`src/rtl/float_fmt_pkg.sv`:
```
// Shared definitions for the small-float format: 4-bit MSB-explicit mantissa,
// 3-bit left-shift exponent, 11-bit unsigned integer. Used by the encoder and
// the serial decoder.
package float_fmt_pkg;

    localparam int MW = 4;   // mantissa width
    localparam int EW = 3;   // exponent width
    localparam int IW = 11;  // integer width, at least MW + 2**EW - 1

    // Decoder control states
    typedef enum logic [1:0] {
        IDLE  = 2'd0,
        SHIFT = 2'd1,
        DONE  = 2'd2
    } state_t;

    // Encoded value as produced by the int2float encoder
    typedef struct packed {
        logic [EW-1:0] e;
        logic [MW-1:0] m;
    } fp_t;

    // The encoder always normalises, so a non-zero exponent must come with
    // the mantissa MSB set; anything else could not have come from it.
    function automatic logic is_noncanon(input fp_t f);
        return (f.e != '0) && !f.m[MW-1];
    endfunction

endpackage

```
`src/rtl/float2int_serial_if.sv`:
```
// Input/output handshake bundle of the serial float-to-integer decoder.
// Both sides use valid/ready: a transfer happens on the rising clock edge
// where valid and ready are both high; valid, once raised, is held with its
// data stable until that edge, and valid never waits on ready.
interface float2int_serial_if;
    import float_fmt_pkg::*;

    logic          in_valid;
    logic          in_ready;
    logic [MW-1:0] in_m;
    logic [EW-1:0] in_e;
    logic          out_valid;
    logic          out_ready;
    logic [IW-1:0] out_b;
    logic          out_noncanon;

    // Decoder side
    modport slave (
        input  in_valid, in_m, in_e, out_ready,
        output in_ready, out_valid, out_b, out_noncanon
    );

    // Producer/consumer side
    modport master (
        output in_valid, in_m, in_e, out_ready,
        input  in_ready, out_valid, out_b, out_noncanon
    );

endinterface

```
`src/rtl/float2int_serial.sv`:
```
// Serial decoder from {E, M} back to an unsigned integer: captures the pair,
// shifts the mantissa left one bit per cycle E times, then holds the result
// on a registered valid/ready output until it is taken.
module float2int_serial
    import float_fmt_pkg::*;
(
    input  logic                clk,
    input  logic                rst,
    float2int_serial_if.slave   bus,
    output state_t              fsm_state
);

    state_t        state;
    state_t        state_next;
    logic [IW-1:0] acc;
    logic [EW-1:0] cnt;
    logic          noncanon;
    fp_t           in_word;
    logic          accept;

    assign in_word = '{e: bus.in_e, m: bus.in_m};
    assign accept  = (state == IDLE) && bus.in_valid;

    // State register; reset aborts any conversion in flight
    always_ff @(posedge clk or posedge rst) begin
        if (rst) begin
            state <= IDLE;
        end else begin
            state <= state_next;
        end
    end

    // Next-state logic: E == 0 needs no shifting, cnt == 1 is the last shift
    always_comb begin
        state_next = state;
        case (state)
            IDLE: begin
                if (bus.in_valid) begin
                    state_next = (bus.in_e == '0) ? DONE : SHIFT;
                end
            end
            SHIFT: begin
                if (cnt == EW'(1)) begin
                    state_next = DONE;
                end
            end
            DONE: begin
                if (bus.out_ready) begin
                    state_next = IDLE;
                end
            end
            default: state_next = IDLE;
        endcase
    end

    // Datapath: capture on accept, shift while in SHIFT, hold otherwise so
    // the result stays visible after the output handshake
    always_ff @(posedge clk or posedge rst) begin
        if (rst) begin
            acc      <= '0;
            cnt      <= '0;
            noncanon <= 1'b0;
        end else if (accept) begin
            acc      <= {{(IW-MW){1'b0}}, bus.in_m};
            cnt      <= bus.in_e;
            noncanon <= is_noncanon(in_word);
        end else if (state == SHIFT) begin
            acc      <= acc << 1;
            cnt      <= cnt - EW'(1);
        end
    end

    // All outputs come straight from registers
    assign bus.in_ready     = (state == IDLE);
    assign bus.out_valid    = (state == DONE);
    assign bus.out_b        = acc;
    assign bus.out_noncanon = noncanon;
    assign fsm_state        = state;

endmodule

```
`src/flat_wrapper.sv`:
```
// flat-port wrapper written by rule: the top's interface ports become plain ports
module float2int_serial_flat import float_fmt_pkg::*;
  (clk, rst, fsm_state, bus_in_valid, bus_in_m, bus_in_e, bus_out_ready, bus_in_ready, bus_out_valid, bus_out_b, bus_out_noncanon);
  float2int_serial_if bus_i ();
  input  logic clk;
  input  logic rst;
  output state_t fsm_state;
  input wire logic [$bits(bus_i.in_valid)-1:0] bus_in_valid;
  input wire logic [$bits(bus_i.in_m)-1:0] bus_in_m;
  input wire logic [$bits(bus_i.in_e)-1:0] bus_in_e;
  input wire logic [$bits(bus_i.out_ready)-1:0] bus_out_ready;
  output wire logic [$bits(bus_i.in_ready)-1:0] bus_in_ready;
  output wire logic [$bits(bus_i.out_valid)-1:0] bus_out_valid;
  output wire logic [$bits(bus_i.out_b)-1:0] bus_out_b;
  output wire logic [$bits(bus_i.out_noncanon)-1:0] bus_out_noncanon;
  assign bus_i.in_valid = bus_in_valid;
  assign bus_i.in_m = bus_in_m;
  assign bus_i.in_e = bus_in_e;
  assign bus_i.out_ready = bus_out_ready;
  assign bus_in_ready = bus_i.in_ready;
  assign bus_out_valid = bus_i.out_valid;
  assign bus_out_b = bus_i.out_b;
  assign bus_out_noncanon = bus_i.out_noncanon;
  float2int_serial u_core (.clk(clk), .rst(rst), .bus(bus_i), .fsm_state(fsm_state));
endmodule
```
`config.mk`:
```
export PLATFORM = sky130hd
export DESIGN_NAME = float2int_serial_flat
export DESIGN_NICKNAME = d
export VERILOG_FILES = /design/src/rtl/float_fmt_pkg.sv /design/src/rtl/float2int_serial_if.sv /design/src/rtl/float2int_serial.sv /design/src/flat_wrapper.sv
export SDC_FILE = /design/constraint.sdc
export NUM_CORES = 1
export LEC_CHECK = 0
export CORE_MARGIN = 4
export CORE_UTILIZATION = 55
export CTS_CLUSTER_DIAMETER = 150
export DETAILED_ROUTE_END_ITERATION = 6
export DONT_BUFFER_PORTS = 1
export PLACE_DENSITY = 0.7
export SYNTH_ARGS = -nofsm -noshare
export SYNTH_HDL_FRONTEND = slang
export SYNTH_SLANG_ARGS = --single-unit
```
`constraint.sdc`:
```
create_clock -name clk -period 3.85 [get_ports clk]
set_clock_uncertainty 0.2 [all_clocks]
set_input_delay 0.77 -clock clk [delete_from_list [all_inputs] [get_ports clk]]
set_output_delay 0.77 -clock clk [all_outputs]
set_load 0.1 [all_outputs]
```
### After elaboration in Yosys (flattened, before gate mapping)

Index checks and enable logic that the tools add are counted.

* add/sub/neg operators: 1
* equal/unequal tests: 6
* muxes and demuxes: 9
* reductions and logical operators: 8

Operators by type and width (number)
* $mux 11: 2
* $mux 2: 4
* $mux 3: 2
* $pmux 2 s3: 1
* $ne 2x2->1 const B: 2
* $eq 3x1->1 const B: 1
* $logic_not 3->1: 1
* $reduce_and 3->1: 1
* $reduce_bool 3->1: 1
* $sub 3x1->3 const B: 1
* $eq 2x1->1 const B: 1
* $eq 2x2->1 const B: 1
* $logic_and 1x1->1: 2
* $logic_not 2->1: 1
* $ne 2x1->1 const B: 1
* $reduce_bool 2->1: 1
* $logic_not 1->1: 1

* register bits: 17
* input bits: 11
* output and inout port bits: 16
* word-level logic and storage cells: 28

### Logic depth before layout (Yosys ltp)

* depth in word-level cells: 4
* mapped depth: 5
* depth with buffers taken out: 5

### Worst setup path before layout

No wires, ideal clock.

* path kind: register to output
* start: register u_core.state[1], in the netlist u_core.fsm_state[1]
* end: output port bus_out_valid
* data arrival time: 2.698 ns
* data required time: 2.880 ns
* setup slack: 0.182 ns
* cell stages (with the launch flop): 3
* cells stage by stage: dfrtp_1 -> buf_2 -> nor2b_1

* cells in the longest elaborated chain, start to end: 1

Ends and longest elaborated chain
* start, declared: line float2int_serial.sv:13 `state_t state;`
* start signal, assigned: line float2int_serial.sv:29 `state <= state_next;`
* $eq 2x2->1: line float2int_serial.sv:75 `assign bus.out_valid = (state == DONE);`
* end, declared: line flat_wrapper.sv:13 `output wire logic [$bits(bus_i.out_valid)-1:0] bus_out_valid;`

Every way passes these cells.

### Final worst setup path

Ends and elaborated chain as after synthesis.

==> results.md <==
* Drt total wl at 1.74 mm
* Largest net degree at the start of global routing at 20
* Worst-path clk slew at 0.10 ns
* RSZ-0062 raised after global routing: no
* Register area share after synthesis at 0.486
* DR WL met2 at 834 µm
* Hold-fix buffers, CTS at 0
* Synthesis Warnings at 0
* I/O pins at 27
* Synth top area share at 0.486
* #FFs+latches synth at 17
* Ant diodes at 0
* Synth cell count leaders: 17 x dfrtp_1, 8 x a21oi_1, 8 x o21ai_0, 7 x a22o_1, 6 x inv_1
* MaxCap Viol Count at 0
* CP Max Fanout at 18
* Worst-skew pair later-pin latency at 0.29 ns
* Die Footprint at 2290 µm²
* First-pass GRT wire length at 2.84 mm
* Syn avg cell area at 10.7 µm²
* Hold slack at 0.243 ns
* Final Hold Vio Count at 0
* Chip height at 47.9 µm
* Synth area leader: dfrtp_1
* Initial Util at 0.581
* Die X at 47.9 µm
* Area grow syn2layout at 3.72%
* Vias/cell at 6.36
* Total GRT Usage at 0.184
* H-tree Lvls at 1
* Grt ovf at 0
* Vias in the first global route at 611
* Core area at 1510 µm²
* Num CTS Buffers at 3
* Ys flop type: dfrtp_1
* WS Path Type: reg2out
* Routed length on met3 at 91 µm
* Required time of the critical path at 2.88 ns
* WL met1 at 801 µm
* Hold Crit Class: in2async
* Top sig layer: met4
* # resized after CTS at 0
* Distinct cells, synth at 28
* Final HPWL DP at 1.20 mm
* RePlAce Congestion at 0.787
* Final TNS setup at 0 ns
* Via count at 642
* Slew Limit Fails at 0
* Avg WL per Cell at 17.2 µm
* Async SR Flop Fraction at 1.00
* # Post-CTS Setup Buffers at 0
* Nets@finish at 99
* # DRC at 0
* Initial antenna violation count at 0
* Proportion of layout cells with a drive suffix above 1 at 0.200
* Setup-failing EPs final at 0
* Rel. slew slack at 0.356
* Slew @ Worst Pin at 0.966 ns
* Startpoint class of the critical path: flip-flop
* WP data arrival at 1.51 ns
* Row count at 14
* CTS Buffer Depth at 2
* CTS tree: yes
* Critical path endpoint category: output port
* Final period util at 0.645
* Status: finished, final reports clean
* Post-synth EDFFs at 0
* DRT Pass-1 Iters at 4
* Remaining antenna violation count at 0
* Fmax at 403 MHz
* TritonCTS Sinks at 17
* Port buffer count at 0
* Top-count cell post-synth: dfrtp_1
* Post-Syn Instances at 82
* Post-synthesis net count at 95
* Post-Syn Area at 875 µm²
* DRT iter0 DRCs at 7
* Ranking of synthesized cells by area: dfrtp_1 49%, a22o_1 7.0%, buf_6 5.2%, a21oi_1 4.6%, o21ai_0 4.6%
* Crit path time final at 2.48 ns
* Root Driver: clkbuf_4
final timing paths:
kind                                     start             endpoint  slack (ns)  cells past startpoint
setup / recovery           u_core.fsm_state[1]        bus_out_valid        1.37                      2
hold / removal                             rst  u_core.bus.out_b[3]        0.24                      1
setup reg to reg           u_core.fsm_state[0]  u_core.fsm_state[1]        1.89                      3
hold reg to reg                  u_core.cnt[1]        u_core.cnt[1]        0.31                      2
max in group asynchronous                  rst  u_core.bus.out_b[4]        2.79                      1
min in group clk                 u_core.cnt[1]        u_core.cnt[1]        0.31                      2
state kept, by name (all words and copies together) (netlist names):
| register | count |
|---|---|
| u_core.bus.out_b | 11 |
| u_core.cnt | 3 |
| u_core.fsm_state | 2 |
| u_core.bus.out_noncanon | 1 |
stage by stage:
step                instances  area (µm²)  utilization  worst slack [ns]
detailed placement         97         880        0.584              1.71
CTS                       101         907        0.602              1.36
floorplan                  82         875            -             0.182
finish                    101         907        0.602              1.37
global placement           97         880        0.584              1.72
global route              101         907        0.602              1.30
cell families after synthesis:
group / share of synthesized area
AND/OR/NAND/NOR: 0.142
adder cells (fa/ha/maj): 0.0286
flip-flops: 0.486
buffers and inverters: 0.0830
AO/OA/AOI/OAI: 0.260
worst max-delay path: stages (launching register included):
cell and delay, ns:
dfrtp_1 0.69, nor2b_2 0.23, buf_4 0.29
cell usage in the layout, fill, tap and decap left out, drive strengths merged, types with 2 or more instances in the layout:
cell    netlist  final
o21ai         9      9
a22oi         3      3
buf           5      4
a22o          7      7
nor2b         5      5
dfrtp        17     17
ha            2      2
inv           6      6
clkbuf        0      3
nand2         2      2
a21oi         9      9
and2b         4      4
per-layer routing:
| layer | vias to the layer above | GRT usage |
|---|---|---|
| li1 | 300 | - |
| met1 | 321 | 0.252 |
| met2 | 19 | 0.266 |
| met3 | 2 | 0.0564 |
| met4 | 0 | 0.0806 |
| met5 | - | 0 |
cell type report:
type	instances	area, µm²
flip-flops and latches	17	425
clock inverters	1	5.00
repair buffers	4	30.0
fillers	142	599
inverters	6	22.5
clock buffers	3	22.5
well taps	16	20.0
multi-input cells	54	382
Power is not shown: default switching activity piles up to over one toggle a cycle in this logic, so the estimate is an artifact.
